## config.mk

```make
export PLATFORM = sky130hd
export DESIGN_NAME = bcd_updown_counter
export DESIGN_NICKNAME = d
export VERILOG_FILES = /design/src/rtl/bcd_updown_counter_pkg.sv /design/src/rtl/bcd_updown_counter_digit.sv /design/src/rtl/bcd_updown_counter.sv
export SDC_FILE = /design/constraint.sdc
export NUM_CORES = 1
export LEC_CHECK = 0
export CAP_MARGIN = 20
export CELL_PAD_IN_SITES_DETAIL_PLACEMENT = 2
export CELL_PAD_IN_SITES_GLOBAL_PLACEMENT = 2
export CORE_AREA = 2 2 87 89
export CTS_BUF_LIST = sky130_fd_sc_hd__clkbuf_4 sky130_fd_sc_hd__clkbuf_8
export DETAILED_ROUTE_END_ITERATION = 8
export DIE_AREA = 0 0 89 91
export PLACE_DENSITY_LB_ADDON = 0.08
export SLEW_MARGIN = 20
export SYNTH_ARGS = -nofsm -noshare
export SYNTH_HDL_FRONTEND = slang
export SYNTH_SLANG_ARGS = --single-unit
```

## constraint.sdc

```tcl
create_clock -name clk -period 1.95 [get_ports clk]
set_input_delay 0.2925 -clock clk [delete_from_list [all_inputs] [get_ports clk]]
set_output_delay 0.2925 -clock clk [all_outputs]
set_load 0.1 [all_outputs]
```

## src/rtl/bcd_updown_counter_pkg.sv

```systemverilog
// -----------------------------------------------------------------------------
// bcd_updown_counter_pkg
// Shared BCD math definitions used by the counter top and its digit cells.
//   bcd_digit_t   : one packed BCD digit (4 bits)
//   BCD_MAX       : largest legal decimal digit value
//   bcd_is_valid  : true when a nibble holds a legal decimal digit
//   bcd_sanitize  : maps any illegal nibble (>9) to 0, passes legal ones
// -----------------------------------------------------------------------------
package bcd_updown_counter_pkg;

    typedef logic [3:0] bcd_digit_t;

    localparam bcd_digit_t BCD_MAX = 4'd9;

    function automatic logic bcd_is_valid(input logic [3:0] nib);
        return (nib <= BCD_MAX);
    endfunction

    function automatic bcd_digit_t bcd_sanitize(input logic [3:0] nib);
        return bcd_is_valid(nib) ? bcd_digit_t'(nib) : bcd_digit_t'(4'd0);
    endfunction

endpackage

```

## src/rtl/bcd_updown_counter_digit.sv

```systemverilog
// -----------------------------------------------------------------------------
// bcd_digit
// One decimal digit of the cascaded counter.
// Ports:
//   clk        : rising-edge clock
//   reset      : asynchronous active-high reset, digit -> 0
//   clr        : synchronous clear (highest priority)
//   load       : synchronous load of load_digit
//   load_digit : value to load; illegal nibbles are forced to 0
//   step       : advance/retreat this digit by one on this edge
//   dec        : direction, 0 = up, 1 = down
//   digit      : current digit value (always 0..9)
//   at_max     : digit currently equals 9
//   at_min     : digit currently equals 0
// -----------------------------------------------------------------------------
module bcd_digit
    import bcd_updown_counter_pkg::*;
(
    input  logic       clk,
    input  logic       reset,
    input  logic       clr,
    input  logic       load,
    input  bcd_digit_t load_digit,
    input  logic       step,
    input  logic       dec,
    output bcd_digit_t digit,
    output logic       at_max,
    output logic       at_min
);

    bcd_digit_t digit_q;
    bcd_digit_t digit_d;

    always_comb begin
        digit_d = digit_q;
        if (clr) begin
            digit_d = '0;
        end else if (load) begin
            // Sanitized again here so a digit can never hold an illegal code,
            // whatever the parent drives.
            digit_d = bcd_sanitize(load_digit);
        end else if (step) begin
            if (dec) begin
                digit_d = (digit_q == '0) ? BCD_MAX : digit_q - 4'd1;
            end else begin
                digit_d = (digit_q == BCD_MAX) ? bcd_digit_t'(4'd0) : digit_q + 4'd1;
            end
        end
    end

    always_ff @(posedge clk or posedge reset) begin
        if (reset) begin
            digit_q <= '0;
        end else begin
            digit_q <= digit_d;
        end
    end

    assign digit  = digit_q;
    assign at_max = (digit_q == BCD_MAX);
    assign at_min = (digit_q == '0);

endmodule

```

## src/rtl/bcd_updown_counter.sv

```systemverilog
// -----------------------------------------------------------------------------
// bcd_updown_counter
// Cascaded DIGITS-digit BCD up/down counter with wrap or saturate behaviour.
// Parameters:
//   DIGITS   : number of decimal digits (1..8)
//   SATURATE : 0 = wrap at the range ends, 1 = hold at the range ends
// Ports:
//   clk      : rising-edge clock
//   reset    : asynchronous active-high reset
//   clr      : synchronous clear to zero (priority over load and en)
//   load     : synchronous parallel load of load_val (priority over en)
//   load_val : BCD load value, digit 0 in bits [3:0]
//   en       : count enable
//   dec      : direction, 0 = up, 1 = down
//   data     : current BCD count, digit 0 least significant
//   carry    : registered pulse after an up-count attempted from all-9s
//   borrow   : registered pulse after a down-count attempted from all-0s
//   zero     : combinational, high when data is all-zero
//   load_err : registered pulse after a load that contained a nibble > 9
// -----------------------------------------------------------------------------
module bcd_updown_counter
    import bcd_updown_counter_pkg::*;
#(
    parameter int DIGITS   = 4,
    parameter bit SATURATE = 1'b0
) (
    input  logic                  clk,
    input  logic                  reset,
    input  logic                  clr,
    input  logic                  load,
    input  logic [4*DIGITS-1:0]   load_val,
    input  logic                  en,
    input  logic                  dec,
    output logic [4*DIGITS-1:0]   data,
    output logic                  carry,
    output logic                  borrow,
    output logic                  zero,
    output logic                  load_err
);

    bcd_digit_t          load_digit [DIGITS];
    bcd_digit_t          digit      [DIGITS];
    logic [DIGITS-1:0]   at_max;
    logic [DIGITS-1:0]   at_min;
    logic [DIGITS-1:0]   step;
    logic [DIGITS-1:0]   nib_bad;
    // up_chain[i] / dn_chain[i]: every digit below i is at 9 / at 0.
    logic [DIGITS:0]     up_chain;
    logic [DIGITS:0]     dn_chain;
    logic                all_max;
    logic                all_min;
    logic                hold_sat;

    logic carry_q, carry_d;
    logic borrow_q, borrow_d;
    logic load_err_q, load_err_d;

    assign up_chain[0] = 1'b1;
    assign dn_chain[0] = 1'b1;

    for (genvar i = 0; i < DIGITS; i++) begin : g_digit
        assign nib_bad[i]     = !bcd_is_valid(load_val[4*i +: 4]);
        assign load_digit[i]  = bcd_sanitize(load_val[4*i +: 4]);
        assign up_chain[i+1]  = up_chain[i] & at_max[i];
        assign dn_chain[i+1]  = dn_chain[i] & at_min[i];
        assign step[i]        = en & ~hold_sat & (dec ? dn_chain[i] : up_chain[i]);

        bcd_digit u_digit (
            .clk        (clk),
            .reset      (reset),
            .clr        (clr),
            .load       (load),
            .load_digit (load_digit[i]),
            .step       (step[i]),
            .dec        (dec),
            .digit      (digit[i]),
            .at_max     (at_max[i]),
            .at_min     (at_min[i])
        );

        assign data[4*i +: 4] = digit[i];
    end

    assign all_max = up_chain[DIGITS];
    assign all_min = dn_chain[DIGITS];

    // In saturate mode the whole count freezes at the end of the range; the
    // carry/borrow flags still report the attempted overflow below.
    assign hold_sat = SATURATE && (dec ? all_min : all_max);

    assign zero = all_min;

    always_comb begin
        carry_d    = 1'b0;
        borrow_d   = 1'b0;
        load_err_d = 1'b0;
        if (clr) begin
            carry_d    = 1'b0;
        end else if (load) begin
            load_err_d = |nib_bad;
        end else if (en) begin
            carry_d    = ~dec & all_max;
            borrow_d   =  dec & all_min;
        end
    end

    always_ff @(posedge clk or posedge reset) begin
        if (reset) begin
            carry_q    <= 1'b0;
            borrow_q   <= 1'b0;
            load_err_q <= 1'b0;
        end else begin
            carry_q    <= carry_d;
            borrow_q   <= borrow_d;
            load_err_q <= load_err_d;
        end
    end

    assign carry    = carry_q;
    assign borrow   = borrow_q;
    assign load_err = load_err_q;

endmodule

```

# Word level (Yosys, flattened, before mapping)
# Index checks and enable logic that the tools add are counted.
# W data, S select, Z words.
dict set report classes {
  n_lt_le_gt_ge 8
  shift 0
  n_div 0
  n_reduce_logical 13
  n_mux 43
  multipliers 0
  bitwise_logic 12
  add_sub_neg 8
  eq_ne 4
}
# op n
set op_table {}
lappend op_table {{$mux W4} 32}
lappend op_table {{$le A4 B4 Y1 const B} 8}
lappend op_table {{$add A4 B1 Y4 const B} 4}
lappend op_table {{$eq A4 B4 Y1 const B} 4}
lappend op_table {{$logic_not A4 Y1} 4}
lappend op_table {{$sub A4 B1 Y4 const B} 4}
lappend op_table {{$reduce_bool A3 Y1} 4}
lappend op_table {{$and A1 B1 Y1} 11}
lappend op_table {{$mux W1} 11}
lappend op_table {{$logic_not A1 Y1} 4}
lappend op_table {{$reduce_or A4 Y1} 1}
lappend op_table {{$not A1 Y1} 1}
dict set report word_totals {
  latch_bits 0
  out_inout_bits 20
  n_memories 0
  romBits 0
  ramBits 0
  register_bits 19
}

# Logic depth before layout (Yosys ltp)
dict set report depth {
  depth_word 8
  mapped_depth 8
  ltp_nobuf 7
}

# Modules after synthesis
# From an unflattened synthesis, not the netlist that was laid out.
dict set report unflattened {
  hier_cells 216
  hier_area_um2 1860.5
}
# module instances cells_each area_per_inst_um2
set by_module_without_submodules {}
lappend by_module_without_submodules {bcd_digit 4 44 389.1}
lappend by_module_without_submodules {bcd_updown_counter 1 40 304.0}

# Worst setup path before layout
# OpenSTA, ideal clock, no wires.
dict set report synth_timing {
  kind {flip-flop to flip-flop}
  start {register g_digit[3].u_digit.digit_q[1]}
  end {register borrow_q (netlist: borrow)}
  period_less_slack_ns 3.311
  path_buffers 0
  required_time_ns 1.877
  path_stages_with_launch 7
  arrival_time_ns 3.238
  path_slack_ns -1.361
  path_cell_list {dfrtp_1 > inv_1 > ha_1 > nor3b_1 > nand4_1 > nor2_1 > and4_1}
}
dict set report synth_between {
  elab_chain_cells 6
}
# item line_no
set synth_lines {}
lappend synth_lines {{from (decl)} bcd_updown_counter_digit.sv:31} ;# bcd_digit_t digit_q;
lappend synth_lines {{from (signal assigned)} bcd_updown_counter_digit.sv:55} ;# digit_q <= digit_d;
lappend synth_lines {{$logic_not A4 Y1} bcd_updown_counter_digit.sv:61} ;# assign at_min = (digit_q == '0);
lappend synth_lines {{$and A1 B1 Y1} bcd_updown_counter.sv:65} ;# assign dn_chain[i+1] = dn_chain[i] & at_min[i];
lappend synth_lines {{via zero} bcd_updown_counter.sv:37} ;# output logic zero,
lappend synth_lines {{$and A1 B1 Y1} bcd_updown_counter.sv:103} ;# borrow_d = dec & all_min;
lappend synth_lines {{$mux W1} bcd_updown_counter.sv:101} ;# end else if (en) begin
lappend synth_lines {{$mux W1} bcd_updown_counter.sv:99} ;# end else if (load) begin
lappend synth_lines {{$mux W1} bcd_updown_counter.sv:97} ;# if (clr) begin
lappend synth_lines {{via borrow_d} bcd_updown_counter.sv:55} ;# logic borrow_q, borrow_d;
lappend synth_lines {{to (signal assigned)} bcd_updown_counter.sv:114} ;# borrow_q <= borrow_d;
lappend synth_lines {{to (decl)} bcd_updown_counter.sv:55}
# The timed path passes the listed nets, and every way through them passes these cells.
# A chain may end at the register's enable or synchronous reset.

# Final worst setup path
dict set report layout_timing {
  start {register g_digit[0].u_digit.digit_q[1]}
  end {output port zero}
}
dict set report layout_between {
  elab_chain_cells 4
}
# item line_no
set layout_lines {}
lappend layout_lines {{from (decl)} bcd_updown_counter_digit.sv:31}
lappend layout_lines {{from (signal assigned)} bcd_updown_counter_digit.sv:55}
lappend layout_lines {{$logic_not A4 Y1} bcd_updown_counter_digit.sv:61}
lappend layout_lines {{$and A1 B1 Y1 (3 in series)} bcd_updown_counter.sv:65}
lappend layout_lines {{to (decl)} bcd_updown_counter.sv:37}
# Every way passes these cells.

==> impl_metrics.json <==
{
  "status": "finished, violations left",
  "violations": "negative setup slack",
  "fp.dieArea_sq_mm": 0.008099,
  "wl_per_cell_um": 18.43,
  "synthCells": 235,
  "hold_buffers": 0,
  "n_antenna_cell": 0,
  "drive_gt1_share_pct": 36.01,
  "setup_viol": 4,
  "drt-total-wl_um": 7557,
  "yosys.area_share.simple_pct": 28.41,
  "power_leakage_nw": 1.247,
  "finalPower_mw": 1.630,
  "antenna_left": 0,
  "post-route-period-util_pct": 105.9,
  "start_kind": "register",
  "slew_headroom_pct": 70.35,
  "maxSlewViolCount": 0,
  "grt_pass1_wl_um": 11850,
  "crit_required_ns": 1.66,
  "fill_cells": 832,
  "crit_chain": "inv_4, ha_4, nor3b_4, nand4_1, nor2_4, buf_12",
  "seqCellArea_sq_um": 510.5,
  "synth-compound-area-share_pct": 24.95,
  "grt_util_all_layers_pct": 19.07,
  "cts_root_buf": "clkbuf_8",
  "syn_to_final_growth_pct": 57.62,
  "cts_made_buffers": 3,
  "grt_pass1_vias": 2182,
  "io_pins": 42,
  "min_period_ns": 2.065,
  "multi_input_area_sq_mm": 0.001405,
  "die_h_um": 91,
  "p_per_area_mw_per_mm2": 549.8,
  "dr.first_iter.drc_count": 56,
  "rsz0062_at_grt": "yes",
  "syn_area_per_cell_sq_um": 8.002,
  "cap_viol_max_count": 0,
  "via_count": 2082,
  "hp-class": "input port to asynchronous set/reset pin",
  "cts_tree": "built",
  "arrival_ns": 1.77,
  "final_area_sq_mm": 0.002964,
  "synthArstFlopShare_pct": 100.0,
  "worst_pin_slew_ns": 0.4401,
  "rows": 31,
  "path_delay_family": "simple AND/OR/NAND/NOR gates",
  "fin_setup_tns_ns": -0.2628,
  "instances_no_fill": 410,
  "grt-ovfl-total": 0,
  "grt_start_max_net_pins": 20,
  "peakVddDrop_mv": 0.2241,
  "worst_skew_pair.late_latency_ns": 0.28,
  "die_w_um": 89,
  "synth_top_family_by_area": "simple AND/OR/NAND/NOR gates",
  "ys_seq_area_share_pct": 25.28,
  "core_region_area_sq_mm": 0.007137,
  "path_buf_inv": 2,
  "placed_cell_area_sq_mm": 0.002703,
  "firstDrtPassIters": 4,
  "fin_skew_ns": 0.002984,
  "yosys_warnings": 0,
  "ys_seq_elements": 19,
  "worstPathMaxFanout": 2,
  "dp.cells": 388,
  "cp_slowest_stage_delay_ns": 0.50,
  "synth-xor-area-share_pct": 2.329,
  "cp-end-kind": "output port",
  "fmax_mhz": 484.2,
  "gp_congestion": 0.7943,
  "synth_fa_ha_area_share_pct": 7.984,
  "htree_levels": 1,
  "start_util_pct": 26.35,
  "synth_cell_types": 54,
  "port_buffers": 41,
  "synth-main-ff-cell": "dfrtp_1",
  "cp_slowest_cell": "dfrtp_4",
  "clkTransAtPathRegs_ns": 0.09,
  "synth_mux_area_share_pct": 3.726,
  "cts_sinks": 19,
  "antenna_found_initial": 0,
  "dpl.hpwl_um": 5612,
  "via_per_inst": 5.078,
  "final_nets": 346,
  "postLayoutSetupSlackWorst_ns": -0.1153,
  "hold_viol": 0,
  "syn_nets": 269,
  "synth-edff-count": 0,
  "netlist_area_sq_mm": 0.001881,
  "drc": 0,
  "cts_max_path_buffers": 2,
  "path_class": "register to output port"
}
-- metal layers --
layer | vias to the layer above | track usage, % | wire [um]
met5 | - | 0 | 0
met4 | 0 | 4.104 | 72
met3 | 5 | 2.000 | 162
met2 | 28 | 33.02 | 3933
met1 | 1042 | 25.22 | 3390
li1 | 1007 | - | -
-- through the flow --
step,setup slack [ns],util [%],hold WS [ns]
floorplan,-0.1452,-,0.2431
global placement,-0.05096,37.87,0.6603
detailed placement,-0.06871,37.87,0.6696
CTS,-0.08871,39.74,0.3687
global route,-0.1773,41.53,0.3748
finish,-0.1153,41.53,0.3531
-- synthesized netlist by cell type, drive strengths merged (2+ instances only) --
library cell  instances  area [sq um]
o21ai                22         110.1
dfrtp                19         475.5
nor2                 19         71.32
a21oi                17         85.08
nand2                16         60.06
inv                  15         56.30
ha                   12         150.1
nand3                12         60.06
buf                  11         66.31
nand2b                9         56.30
mux2i                 7         70.07
a31oi                 5         31.28
nor2b                 5         31.28
nor3b                 5         42.54
clkbuf                4         15.01
nand3b                4         42.54
a41oi                 3         45.05
and3                  3         18.77
nand4                 3         18.77
nor4                  3         18.77
nor4b                 3         41.29
o21bai                3         22.52
xor2                  3         26.28
a211o                 2         17.52
a21boi                2         15.01
a221oi                2         17.52
and2                  2         12.51
and4b                 2         20.02
nor3                  2         15.01
o211ai                2         15.01
o32ai                 2         17.52
xnor2                 2         17.52
-- worst register-to-register path, delay by kind of cell, from the launching register on --
family          cells  cell delay [ns]
mux                 1             0.17
flops               1             0.46
fa+ha+maj           1             0.15
buf+inv             4             0.44
simple gates        2             0.35
compound gates      2             0.35
-- final timing paths --
check / depth (start not counted) / from / to / slack (ns)
setup / recovery: 6 / g_digit[0].u_digit.digit[1] / zero / -0.12
hold / removal: 3 / reset / borrow / 0.35
setup reg to reg: 10 / g_digit[1].u_digit.digit[0] / g_digit[3].u_digit.digit[0] / -0.08
hold reg to reg: 2 / g_digit[3].u_digit.digit[2] / g_digit[3].u_digit.digit[2] / 0.69
max in group asynchronous: 3 / reset / g_digit[0].u_digit.digit[0] / 1.34
min in group clk: 3 / load_val[8] / g_digit[2].u_digit.digit[0] / 0.56
-- layout by cell type (no fill, tap or decap), types with 3 or more instances in the layout --
cell type,Yosys,routed
clkdlybuf4s50_1,0,21
nand2_1,16,15
xor2_1,3,3
a21oi_1,17,17
mux2i_1,7,6
dfrtp_1,19,3
inv_1,15,9
buf_6,1,3
nor2_1,19,18
nand2b_1,9,8
ha_4,0,5
nand4_1,3,3
o21bai_1,3,3
nand3b_1,3,3
ha_1,12,7
dfrtp_4,0,6
clkbuf_8,0,3
o21ai_0,17,16
a31oi_1,5,5
nor3b_4,0,3
o21ai_1,5,6
inv_4,0,5
buf_12,0,7
nor2b_1,5,5
dfrtp_2,0,10
buf_4,2,56
nand3_1,12,12
-- registers in the layout, summed over array words and instances, names as in the netlist --
signal                 flops
g_digit.u_digit.digit     16
borrow                     1
carry                      1
load_err                   1
-- timing repair --
action | CTS | global route
gates resized for setup | 2 | 16
pin swaps | 7 | 9
buffers inserted | 11 | 7
setup endpoints to repair | 2 | 14
-- power by group --
| group | total (mW) | internal (mW) | leakage [nW] | switching (mW) |
|---|---|---|---|---|
| registers | 0.474 | 0.426 | 0.230 | 0.0483 |
| logic | 0.837 | 0.343 | 0.991 | 0.493 |
| clock network | 0.319 | 0.144 | 0.0255 | 0.175 |
| total | 1.63 | 0.913 | 1.25 | 0.717 |
-- area by class of cell --
class	count	share of cell area, %
Clock buffer	3	1.393
Clock inverter	1	0.1688
Inverter	15	2.491
Multi-Input combinational cell	186	47.40
Sequential cell	19	17.22
Tap cell	99	4.179
Timing Repair Buffer	87	27.14
-- logic make-up (layout without fill, tap and decap cells) --
group,Yosys count,in the layout
and+or+nand+nor,91,91
AOI/OAI and AO/OA,71,71
buffers and inverters,30,106
DFF,19,19
adders and majority gates,12,12
muxes,7,7
xor gates and xnor gates,5,5
Power figures use the tool's default switching activity.
